### config.mk
export PLATFORM = sky130hd
export DESIGN_NAME = noise_event_sequencer
export DESIGN_NICKNAME = d
export VERILOG_FILES = /design/src/rtl/noise_event_sequencer.sv
export SDC_FILE = /design/constraint.sdc
export NUM_CORES = 1
export LEC_CHECK = 0
export ABC_AREA = 1
export CORE_ASPECT_RATIO = 1.75
export CORE_UTILIZATION = 45
export CTS_CLUSTER_SIZE = 12
export DETAILED_ROUTE_END_ITERATION = 8
export PLACE_DENSITY = 0.75
export SYNTH_ARGS = -nofsm -noshare
export SYNTH_HDL_FRONTEND = slang
export SYNTH_SLANG_ARGS = --single-unit
### constraint.sdc
create_clock -name clk -period 1.6 [get_ports clk]
set_input_delay 0.32 -clock clk [delete_from_list [all_inputs] [get_ports clk]]
set_output_delay 0.32 -clock clk [all_outputs]
set_load 0.02 [all_outputs]
### src/rtl/noise_event_sequencer.sv
// Shell/explosion noise sequencer: turns CPU sound-latch request edges into timed
// enable windows with per-channel hold-off and explosion-over-shell arbitration.
module noise_event_sequencer #(
  parameter int CNT_W          = 12,
  parameter int SHELL_ON_TICKS = 250,
  parameter int EXPLO_ON_TICKS = 250,
  parameter int HOLDOFF_TICKS  = 16,
  parameter int EXPLO_PREEMPT  = 1
) (
  input  logic       clk,
  input  logic       rst_n,
  input  logic       clk_12KHz_en,
  input  logic       sound_enable,
  input  logic       cpu_wr,
  input  logic [7:0] cpu_data,
  output logic       shell_en,
  output logic       shell_ls,
  output logic       explo_en,
  output logic       explo_ls,
  output logic       shell_busy,
  output logic       explo_busy
);

  typedef enum logic [1:0] {
    ST_IDLE = 2'd0,
    ST_ON   = 2'd1,
    ST_HOLD = 2'd2
  } ch_state_e;

  typedef struct packed {
    ch_state_e        st;
    logic [CNT_W-1:0] cnt;
  } ch_t;

  localparam logic [CNT_W-1:0] CNT_ZERO   = {CNT_W{1'b0}};
  localparam logic [CNT_W-1:0] CNT_ONE    = CNT_W'(1);
  localparam logic [CNT_W-1:0] SHELL_LOAD = (SHELL_ON_TICKS == 0) ? CNT_W'(1) : CNT_W'(SHELL_ON_TICKS);
  localparam logic [CNT_W-1:0] EXPLO_LOAD = (EXPLO_ON_TICKS == 0) ? CNT_W'(1) : CNT_W'(EXPLO_ON_TICKS);
  localparam logic [CNT_W-1:0] HOLD_LOAD  = CNT_W'(HOLDOFF_TICKS);
  localparam logic             HOLD_NONE  = (HOLDOFF_TICKS == 0);
  localparam logic             PREEMPT_EN = (EXPLO_PREEMPT != 0);

  // Leaving ON: either a hold-off window or straight back to IDLE when none is configured.
  function automatic ch_t end_of_on();
    ch_t r;
    if (HOLD_NONE) begin
      r.st  = ST_IDLE;
      r.cnt = CNT_ZERO;
    end else begin
      r.st  = ST_HOLD;
      r.cnt = HOLD_LOAD;
    end
    return r;
  endfunction

  // One channel step; an accepted request has priority over a tick on the same clk.
  function automatic ch_t step_channel(ch_t cur, logic acc, logic tick, logic [CNT_W-1:0] on_load);
    ch_t r;
    r = cur;
    case (cur.st)
      ST_IDLE: begin
        if (acc) begin
          r.st  = ST_ON;
          r.cnt = on_load;
        end else begin
          r = cur;
        end
      end
      ST_ON: begin
        if (acc) begin
          r.cnt = on_load;
        end else if (tick) begin
          if (cur.cnt <= CNT_ONE) r = end_of_on();
          else r.cnt = cur.cnt - CNT_ONE;
        end else begin
          r = cur;
        end
      end
      ST_HOLD: begin
        if (tick) begin
          if (cur.cnt <= CNT_ONE) begin
            r.st  = ST_IDLE;
            r.cnt = CNT_ZERO;
          end else begin
            r.cnt = cur.cnt - CNT_ONE;
          end
        end else begin
          r = cur;
        end
      end
      default: begin
        r.st  = ST_IDLE;
        r.cnt = CNT_ZERO;
      end
    endcase
    return r;
  endfunction

  ch_t        shell_q, shell_d, explo_q, explo_d;
  logic [1:0] prev_req_q, prev_req_d;
  logic       shell_ls_q, shell_ls_d, explo_ls_q, explo_ls_d;
  logic       shell_en_q, shell_en_d, explo_en_q, explo_en_d;
  logic       shell_busy_q, shell_busy_d, explo_busy_q, explo_busy_d;

  logic shell_req, explo_req, shell_acc, explo_acc, preempt_shell;

  // Rising-edge request detection against the previous write and channel arbitration.
  always_comb begin
    prev_req_d    = prev_req_q;
    explo_req     = cpu_wr & cpu_data[2] & ~prev_req_q[0] & sound_enable;
    shell_req     = cpu_wr & cpu_data[3] & ~prev_req_q[1] & sound_enable;
    explo_acc     = explo_req & (explo_q.st != ST_HOLD);
    shell_acc     = shell_req & (shell_q.st != ST_HOLD) & ~(PREEMPT_EN & explo_acc);
    preempt_shell = PREEMPT_EN & explo_acc & (shell_q.st == ST_ON);
    if (cpu_wr) begin
      prev_req_d = {cpu_data[3], cpu_data[2]};
    end else begin
      prev_req_d = prev_req_q;
    end
  end

  // Channel next state, loud/soft latching and registered output values.
  always_comb begin
    shell_d    = shell_q;
    explo_d    = explo_q;
    shell_ls_d = shell_ls_q;
    explo_ls_d = explo_ls_q;
    if (!sound_enable) begin
      shell_d.st  = ST_IDLE;
      shell_d.cnt = CNT_ZERO;
      explo_d.st  = ST_IDLE;
      explo_d.cnt = CNT_ZERO;
    end else begin
      explo_d = step_channel(explo_q, explo_acc, clk_12KHz_en, EXPLO_LOAD);
      if (preempt_shell) begin
        shell_d = end_of_on();
      end else begin
        shell_d = step_channel(shell_q, shell_acc, clk_12KHz_en, SHELL_LOAD);
      end
    end
    if (explo_acc) begin
      explo_ls_d = cpu_data[0];
    end else begin
      explo_ls_d = explo_ls_q;
    end
    if (shell_acc) begin
      shell_ls_d = cpu_data[1];
    end else begin
      shell_ls_d = shell_ls_q;
    end
    shell_en_d   = (shell_d.st == ST_ON);
    explo_en_d   = (explo_d.st == ST_ON);
    shell_busy_d = (shell_d.st != ST_IDLE);
    explo_busy_d = (explo_d.st != ST_IDLE);
  end

  // State and output registers with synchronous active-low reset.
  always_ff @(posedge clk) begin
    if (!rst_n) begin
      shell_q.st   <= ST_IDLE;
      shell_q.cnt  <= CNT_ZERO;
      explo_q.st   <= ST_IDLE;
      explo_q.cnt  <= CNT_ZERO;
      prev_req_q   <= 2'b00;
      shell_ls_q   <= 1'b0;
      explo_ls_q   <= 1'b0;
      shell_en_q   <= 1'b0;
      explo_en_q   <= 1'b0;
      shell_busy_q <= 1'b0;
      explo_busy_q <= 1'b0;
    end else begin
      shell_q      <= shell_d;
      explo_q      <= explo_d;
      prev_req_q   <= prev_req_d;
      shell_ls_q   <= shell_ls_d;
      explo_ls_q   <= explo_ls_d;
      shell_en_q   <= shell_en_d;
      explo_en_q   <= explo_en_d;
      shell_busy_q <= shell_busy_d;
      explo_busy_q <= explo_busy_d;
    end
  end

  assign shell_en   = shell_en_q;
  assign shell_ls   = shell_ls_q;
  assign explo_en   = explo_en_q;
  assign explo_ls   = explo_ls_q;
  assign shell_busy = shell_busy_q;
  assign explo_busy = explo_busy_q;

endmodule

==> flow_summary.json, run 1 <==
{
  "status": "finished clean",
  "rr_startpoint": "explo_q[1]",
  "dpl.cell_count": 421,
  "ant_nets": 0,
  "grt.overflow.total": 0,
  "synth_ff_type": "dfxtp_1",
  "grt_pass1_vias": 2097,
  "grt_pass1_wl_um": 8360,
  "fin_cells": 430,
  "yosysTopAreaCell": "dfxtp_1",
  "clk_latency_ps": 290,
  "power_mw": 2.12,
  "ctsHoldBuffers": 0,
  "cp.depth": 1,
  "cts_max_level": 2,
  "reg2reg_depth": 9,
  "avgSynthCellArea_sq_um": 6.32,
  "whs_path_depth": 2,
  "dr.pass1.iters": 4,
  "path_cells": "clkdlybuf4s50_1",
  "slowest_delay_ps": 610,
  "finalCritPeriodShare": 0.973,
  "rows": 32,
  "syn-cell-area_sq_mm": 0.00209,
  "p_leak_nw": 1.36,
  "ys_types": 27,
  "ir_drop_mv": 0.632,
  "wirelength_um": 5070,
  "placed_area_sq_mm": 0.00249,
  "die_w_um": 53.5,
  "maxSlewViolCount": 0,
  "finish.utilization": 0.605,
  "io_pins": 19,
  "core_sq_mm": 0.00444,
  "ys_warn_count": 0,
  "crit_slowest_cell": "clkdlybuf4s50_1",
  "fin_skew_ps": 5.83,
  "fmax_ghz": 0.642,
  "critical_path_class": "flop to output pin",
  "antenna_found_initial": 0,
  "worstMarginPinSlew_ps": 292,
  "worstPathArrival_ps": 1240,
  "cp_max_fo": 2,
  "drive_gt1_frac": 0.179,
  "path_buf_inv": 1,
  "clock-sinks": 36,
  "cts_root_buf": "clkbuf_8",
  "final_common_cell": "nand2_1",
  "post_drt_wl_per_cell_um": 11.8,
  "hp-class": "flop to flop",
  "synth-edff-count": 0,
  "syn_nets": 348,
  "cts_tree": "done",
  "place_congestion": 0.917,
  "viasPerCell": 5.02,
  "first_iter_violations": 64,
  "rrSetupSlack_ps": 140,
  "dieArea_sq_mm": 0.00493,
  "async_flop_share": 0,
  "syn_inst": 331,
  "num_vias": 2160,
  "port_buffers": 14,
  "relSlewSlack": 0.805,
  "maxCapViolCount": 0,
  "remaining_drc_errors": 0,
  "worst_r2r_endpoint": "explo_busy",
  "synth_top_area_frac": 0.345,
  "grt_start_max_net_pins": 13,
  "nets": 395,
  "ys_seq_area_frac": 0.345,
  "worstSetupEndpointType": "output pin",
  "dp_hpwl_um": 3880,
  "cts_buffers": 5,
  "syn2layout_area_growth_pct": 28.6,
  "worstHoldStart": "shell_ls",
  "layout_common_cells": "85 x nand2_1, 46 x nor2_1, 46 x inv_1",
  "start_kind": "flop",
  "worst-endpoint-required_ps": 1280,
  "grtUsageTotal": 0.230,
  "clk_pin_slew_worst_paths_ps": 70,
  "start_util": 0.470,
  "finalSetupViolCount": 0,
  "synth_area_leaders": "dfxtp_1 34%, nand2_1 16%, inv_1 9.5%, nor2_1 9.2%, nand3_1 6.0%",
  "p_per_area_mw_per_mm2": 787,
  "clockBufferDepth": 2,
  "antenna_cells": 0,
  "final_cell_area_sq_mm": 0.00269,
  "hold-path-endpoint": "shell_ls",
  "fin_crit_ps": 1560,
  "crit_family": "buffers and inverters",
  "hold_violations": 0,
  "die_y_um": 92.2,
  "yosys_register_bits": 36,
  "fin_tns_setup_ps": 0
}
layout make-up:
| class | instances | area, sq um |
|---|---|---|
| inverter | 55 | 206 |
| fill | 403 | 1760 |
| sequential | 36 | 721 |
| clock inverter | 3 | 42.5 |
| tap | 51 | 63.8 |
| multi-input combinational | 240 | 1240 |
| clock buffer | 5 | 68.8 |
| timing repair buffer | 40 | 350 |
through the flow:
stage,hold WS (ps),worst slack [ps]
final,474,43.3
after global routing,493,-14.5
after CTS,473,17.3
after detailed placement,455,-329
after global placement,450,-282
after floorplan,439,184
Yosys cell counts (2+ instances only):
| cell | instances |
|---|---|
| nor2_1 | 51 |
| nand2_1 | 89 |
| a21oi_1 | 18 |
| o21ai_0 | 12 |
| ha_1 | 4 |
| nand3_1 | 25 |
| nor2_2 | 2 |
| nand4_1 | 4 |
| xor2_1 | 9 |
| dfxtp_1 | 36 |
| a31oi_1 | 3 |
| xnor2_1 | 3 |
| nor3_1 | 5 |
| inv_1 | 53 |
| nand2_2 | 5 |
cell families (layout without fill, tap and decap cells):
| family | Yosys count | in the layout | share of synthesized area |
|---|---|---|---|
| AO/OA/AOI/OAI | 39 | 39 | 0.102 |
| adder cells (fa/ha/maj) | 4 | 4 | 0.0239 |
| buffers and inverters | 55 | 103 | 0.0987 |
| flip-flops | 36 | 36 | 0.345 |
| XOR/XNOR | 12 | 12 | 0.0503 |
| AND/OR/NAND/NOR | 185 | 185 | 0.380 |
power by group:
| part | internal (mW) | total, mW | switching (mW) |
|---|---|---|---|
| combinational | 0.156 | 0.370 | 0.214 |
| clock | 0.461 | 0.810 | 0.349 |
| sequential | 0.917 | 0.937 | 0.0200 |
| total | 1.53 | 2.12 | 0.582 |
per-layer routing:
layer | vias up | global-route usage | share of wire
li1 | 1124 | - | -
met2 | 36 | 0.440 | 0.56
met1 | 982 | 0.209 | 0.38
met4 | 0 | 0.125 | 0.032
met5 | - | 0 | 0
met3 | 18 | 0.0381 | 0.020
what timing repair did:
| item | in CTS | in global routing |
|---|---|---|
| setup endpoints to repair | 4 | 30 |
| setup buffers | 1 | 0 |
| gates resized for setup | 2 | 27 |
| pin swaps | 1 | 7 |
how the worst max path moves through the flow:
stage | slack [ps] | from | end
global route | -10 | cpu_wr | explo_q[9]
finish | 40 | explo_ls | explo_ls
global placement | -280 | sound_enable | shell_busy
floorplan | 180 | shell_q[0] | shell_busy
CTS | 20 | sound_enable | shell_q[10]
detailed placement | -330 | sound_enable | shell_busy
sequential cells by signal, summed over array words and instances, names as in the netlist:
| name | cells |
|---|---|
| shell_busy | 1 |
| explo_q | 14 |
| explo_en | 1 |
| explo_busy | 1 |
| prev_req_q | 2 |
| shell_en | 1 |
| shell_ls | 1 |
| explo_ls | 1 |
| shell_q | 14 |
No activity file was read; power rests on OpenSTA's default activity.
==> run 2: changes to the inputs <==
--- a/config.mk
+++ b/config.mk
@@ -5,7 +5,6 @@
 export SDC_FILE = /design/constraint.sdc
 export NUM_CORES = 1
 export LEC_CHECK = 0
-export ABC_AREA = 1
 export CORE_ASPECT_RATIO = 1.75
 export CORE_UTILIZATION = 45
 export CTS_CLUSTER_SIZE = 12
==> constraint.sdc (replaced) <==
create_clock -name clk -period 1.6 [get_ports clk]
set_input_delay 0.32 -clock clk [delete_from_list [all_inputs] [get_ports clk]]
set_output_delay 0.32 -clock clk [all_outputs]
set_load 0.005 [all_outputs]
==> run 2 against run 1 <==
  * Die area decreased by 4.7%
  * Cell count down 11%
  * Critical path depth increased by 8
  * Core utilization up 15 points
  * Synthesized cell count shrank 28%
  * The run now ends with setup timing left
  * Largest cell class unchanged
  * Clock skew rose by 4.2 ps
  * Hold slack gained 3.9 ps
  * Synthesized area shrank 4.8%
  * Final area is 18% higher
  * Routed wire length is 37% higher
  * Via count grew 5.8%
==> flow_summary.json, run 2 <==
{
  "status": "finished, violations left",
  "violations": "setup timing",
  "drive_gt1_frac": 0.481,
  "ys_seq_area_frac": 0.362,
  "worst-endpoint-required_ps": 1830,
  "hold_violations": 0,
  "dpl.cell_count": 362,
  "yosysTopAreaCell": "dfxtp_1",
  "dr.pass1.iters": 4,
  "syn2layout_area_growth_pct": 60.0,
  "relSlewSlack": 0.719,
  "grtUsageTotal": 0.283,
  "antenna_cells": 0,
  "grt.overflow.total": 0,
  "dieArea_sq_mm": 0.00470,
  "maxSlewViolCount": 0,
  "grt_pass1_wl_um": 10100,
  "maxCapViolCount": 0,
  "wirelength_um": 6950,
  "antenna_found_initial": 0,
  "swShare": 0.272,
  "synth_ff_type": "dfxtp_1",
  "num-fill-cells": 304,
  "finalCritPeriodShare": 1.24,
  "worstMarginPinSlew_ps": 418,
  "first_iter_violations": 61,
  "yosys_register_bits": 36,
  "final_common_cell": "buf_4",
  "cts_buffers": 5,
  "worstHoldStart": "cpu_data[3]",
  "p_per_area_mw_per_mm2": 634,
  "io_pins": 19,
  "path_buf_inv": 4,
  "clk_pin_slew_worst_paths_ps": 80,
  "remaining_drc_errors": 0,
  "ctsHoldBuffers": 0,
  "syn-cell-area_sq_mm": 0.00199,
  "startpoint": "shell_q[0]",
  "worstPathArrival_ps": 2210,
  "synth-edff-count": 0,
  "fmax_ghz": 0.503,
  "hp-class": "primary input to flop",
  "synthTopCellsByCount": "36 x dfxtp_1, 18 x nor2_1, 17 x o21ai_0",
  "cts_root_buf": "clkbuf_8",
  "dp_hpwl_um": 4450,
  "start_kind": "flop",
  "rows": 31,
  "power_mw": 2.02,
  "cp_max_fo": 4,
  "placed_area_sq_mm": 0.00273,
  "viasPerCell": 5.95,
  "yosysMostFrequentCell": "dfxtp_1",
  "ys_warn_count": 0,
  "rsz0062_at_grt": "yes",
  "fin_skew_ps": 10.1,
  "cts_max_level": 2,
  "die_y_um": 90.0,
  "p_leak_nw": 1.29,
  "avgSynthCellArea_sq_um": 8.39,
  "fin_cells": 384,
  "post_drt_wl_per_cell_um": 18.1,
  "setup_ws_ps": -388,
  "clockBufferDepth": 2,
  "die_w_um": 52.3,
  "critPathMostFrequentCell": "buf_4",
  "syn_inst": 237,
  "p_sw_mw": 0.550,
  "top_regs": "explo_q (14), shell_q (14), prev_req_q (2)",
  "syn_nets": 254,
  "clkPwrFrac": 0.339,
  "grt_start_max_net_pins": 16,
  "ys_types": 52,
  "fin_crit_ps": 1990,
  "worstSetupEndpointType": "flop",
  "clk_latency_ps": 290,
  "synth_top_area_frac": 0.362,
  "p_int_mw": 1.47,
  "layout_common_cells": "82 x buf_4, 26 x dfxtp_1, 15 x nor2_1, 15 x nand2_1",
  "place_congestion": 0.891,
  "grt_pass1_vias": 2327,
  "cts_tree": "done",
  "finalSetupViolCount": 20,
  "core_sq_mm": 0.00419,
  "ir_drop_mv": 0.671,
  "nets": 351,
  "ant_nets": 0,
  "start_util": 0.475,
  "slowest_delay_ps": 380,
  "num_vias": 2286,
  "final_cell_area_sq_mm": 0.00318,
  "async_flop_share": 0,
  "rr_startpoint": "shell_q[0]",
  "path_cells": "inv_4 > ha_4 > o2111a_2 > buf_4 > buf_4 > buf_6 > nor4_2 > o21ai_0 > a21oi_1",
  "whs_ps": 478,
  "seq_power_share": 0.457,
  "crit_slowest_cell": "dfxtp_4",
  "synth_area_leaders": "dfxtp_1 36%, o21ai_0 4.3%, nor3_1 3.8%, a21oi_1 3.5%, nor2_1 3.4%",
  "crit_family": "compound AO/OA/AOI/OAI gates",
  "clock-sinks": 36,
  "comb_power_share": 0.204,
  "place_ws_ps": -602,
  "port_buffers": 14,
  "critical_path_class": "flop to flop"
}
==> run 2: cell count changes in the layout (fill, tap and decap cells not counted), sizes merged, moves of 8 or more <==
cell   delta
nand2    -80
buf      +60
inv      -48
nor2     -36
nand3    -22
or3      +11
nor3     +10
nor2b     +8
nor4      +8
==> run 2: final cells by class <==
class / count / area (sq um) / area share
inverter: 6 / 27.5 / 0.00865
clock inverter: 1 / 7.51 / 0.00236
sequential: 36 / 743 / 0.233
tap: 49 / 61.3 / 0.0193
timing repair buffer: 100 / 795 / 0.250
multi-input combinational: 185 / 1460 / 0.460
clock buffer: 7 / 86.3 / 0.0271
==> run 2: cell families (layout without fill, tap and decap cells) <==
family | count (synthesis) | count (layout) | synth area share
compound gates | 72 | 72 | 0.243
xor+xnor | 5 | 5 | 0.0220
fa+ha+maj | 4 | 4 | 0.0252
buf+inv | 16 | 114 | 0.0365
flops | 36 | 36 | 0.362
mux | 6 | 6 | 0.0302
simple gates | 98 | 98 | 0.281
==> run 2: worst paths after layout <==
path,cells after the start,end,slack (ps)
setup / recovery,9,shell_q[2],-390
hold / removal,3,prev_req_q[1],480
setup reg to reg,9,shell_q[2],-390
hold reg to reg,2,shell_ls,490
==> run 2: worst reg2reg max path, delay by kind of cell (launching register included) <==
kind                     cells  cell delay (ps)
AO/OA/AOI/OAI                3              640
flip-flops                   1              380
buffers and inverters        4              440
adder cells (fa/ha/maj)      1              160
AND/OR/NAND/NOR              1              310
==> run 2: layer usage <==
metal | GRT usage | wire length, um | vias up
li1 | - | - | 1086
met1 | 0.242 | 2320 | 1113
met2 | 0.547 | 4130 | 58
met3 | 0.0558 | 159 | 29
met4 | 0.173 | 344 | 0
met5 | 0 | 0 | -
==> run 2: power groups by stage <==
stage / clock network, mW / registers, mW / logic (mW)
finish: 0.684 / 0.923 / 0.412
global route: 0.729 / 0.925 / 0.438
CTS: 0.691 / 0.926 / 0.352
detailed placement: 0 / 0.946 / 0.318
global placement: 0 / 0.945 / 0.315
floorplan: 0 / 0.947 / 0.176
==> run 2: stage by stage <==
stage,setup TNS (ps),utilization
5_1_grt,-3690,0.760
3_5_place_dp,-10030,0.651
2_1_floorplan,-471,-
3_3_place_gp,-9470,0.651
4_1_cts,-1880,0.718
6_report,-2450,0.760
==> run 2: timing repair <==
item,CTS,global route
endpoints found under the setup margin,27,30
cloned,0,1
buffers inserted,9,4
resized for setup,38,43
pin swaps,15,12
==> run 3: changes to the inputs <==
--- a/config.mk
+++ b/config.mk
@@ -10,6 +10,7 @@
 export CTS_CLUSTER_SIZE = 12
 export DETAILED_ROUTE_END_ITERATION = 8
 export PLACE_DENSITY = 0.75
+export SLEW_MARGIN = 20
 export SYNTH_ARGS = -nofsm -noshare
 export SYNTH_HDL_FRONTEND = slang
 export SYNTH_SLANG_ARGS = --single-unit
==> results of run 3 <==
Same layout as run 2: the final DEF is identical, and so are final timing and power.
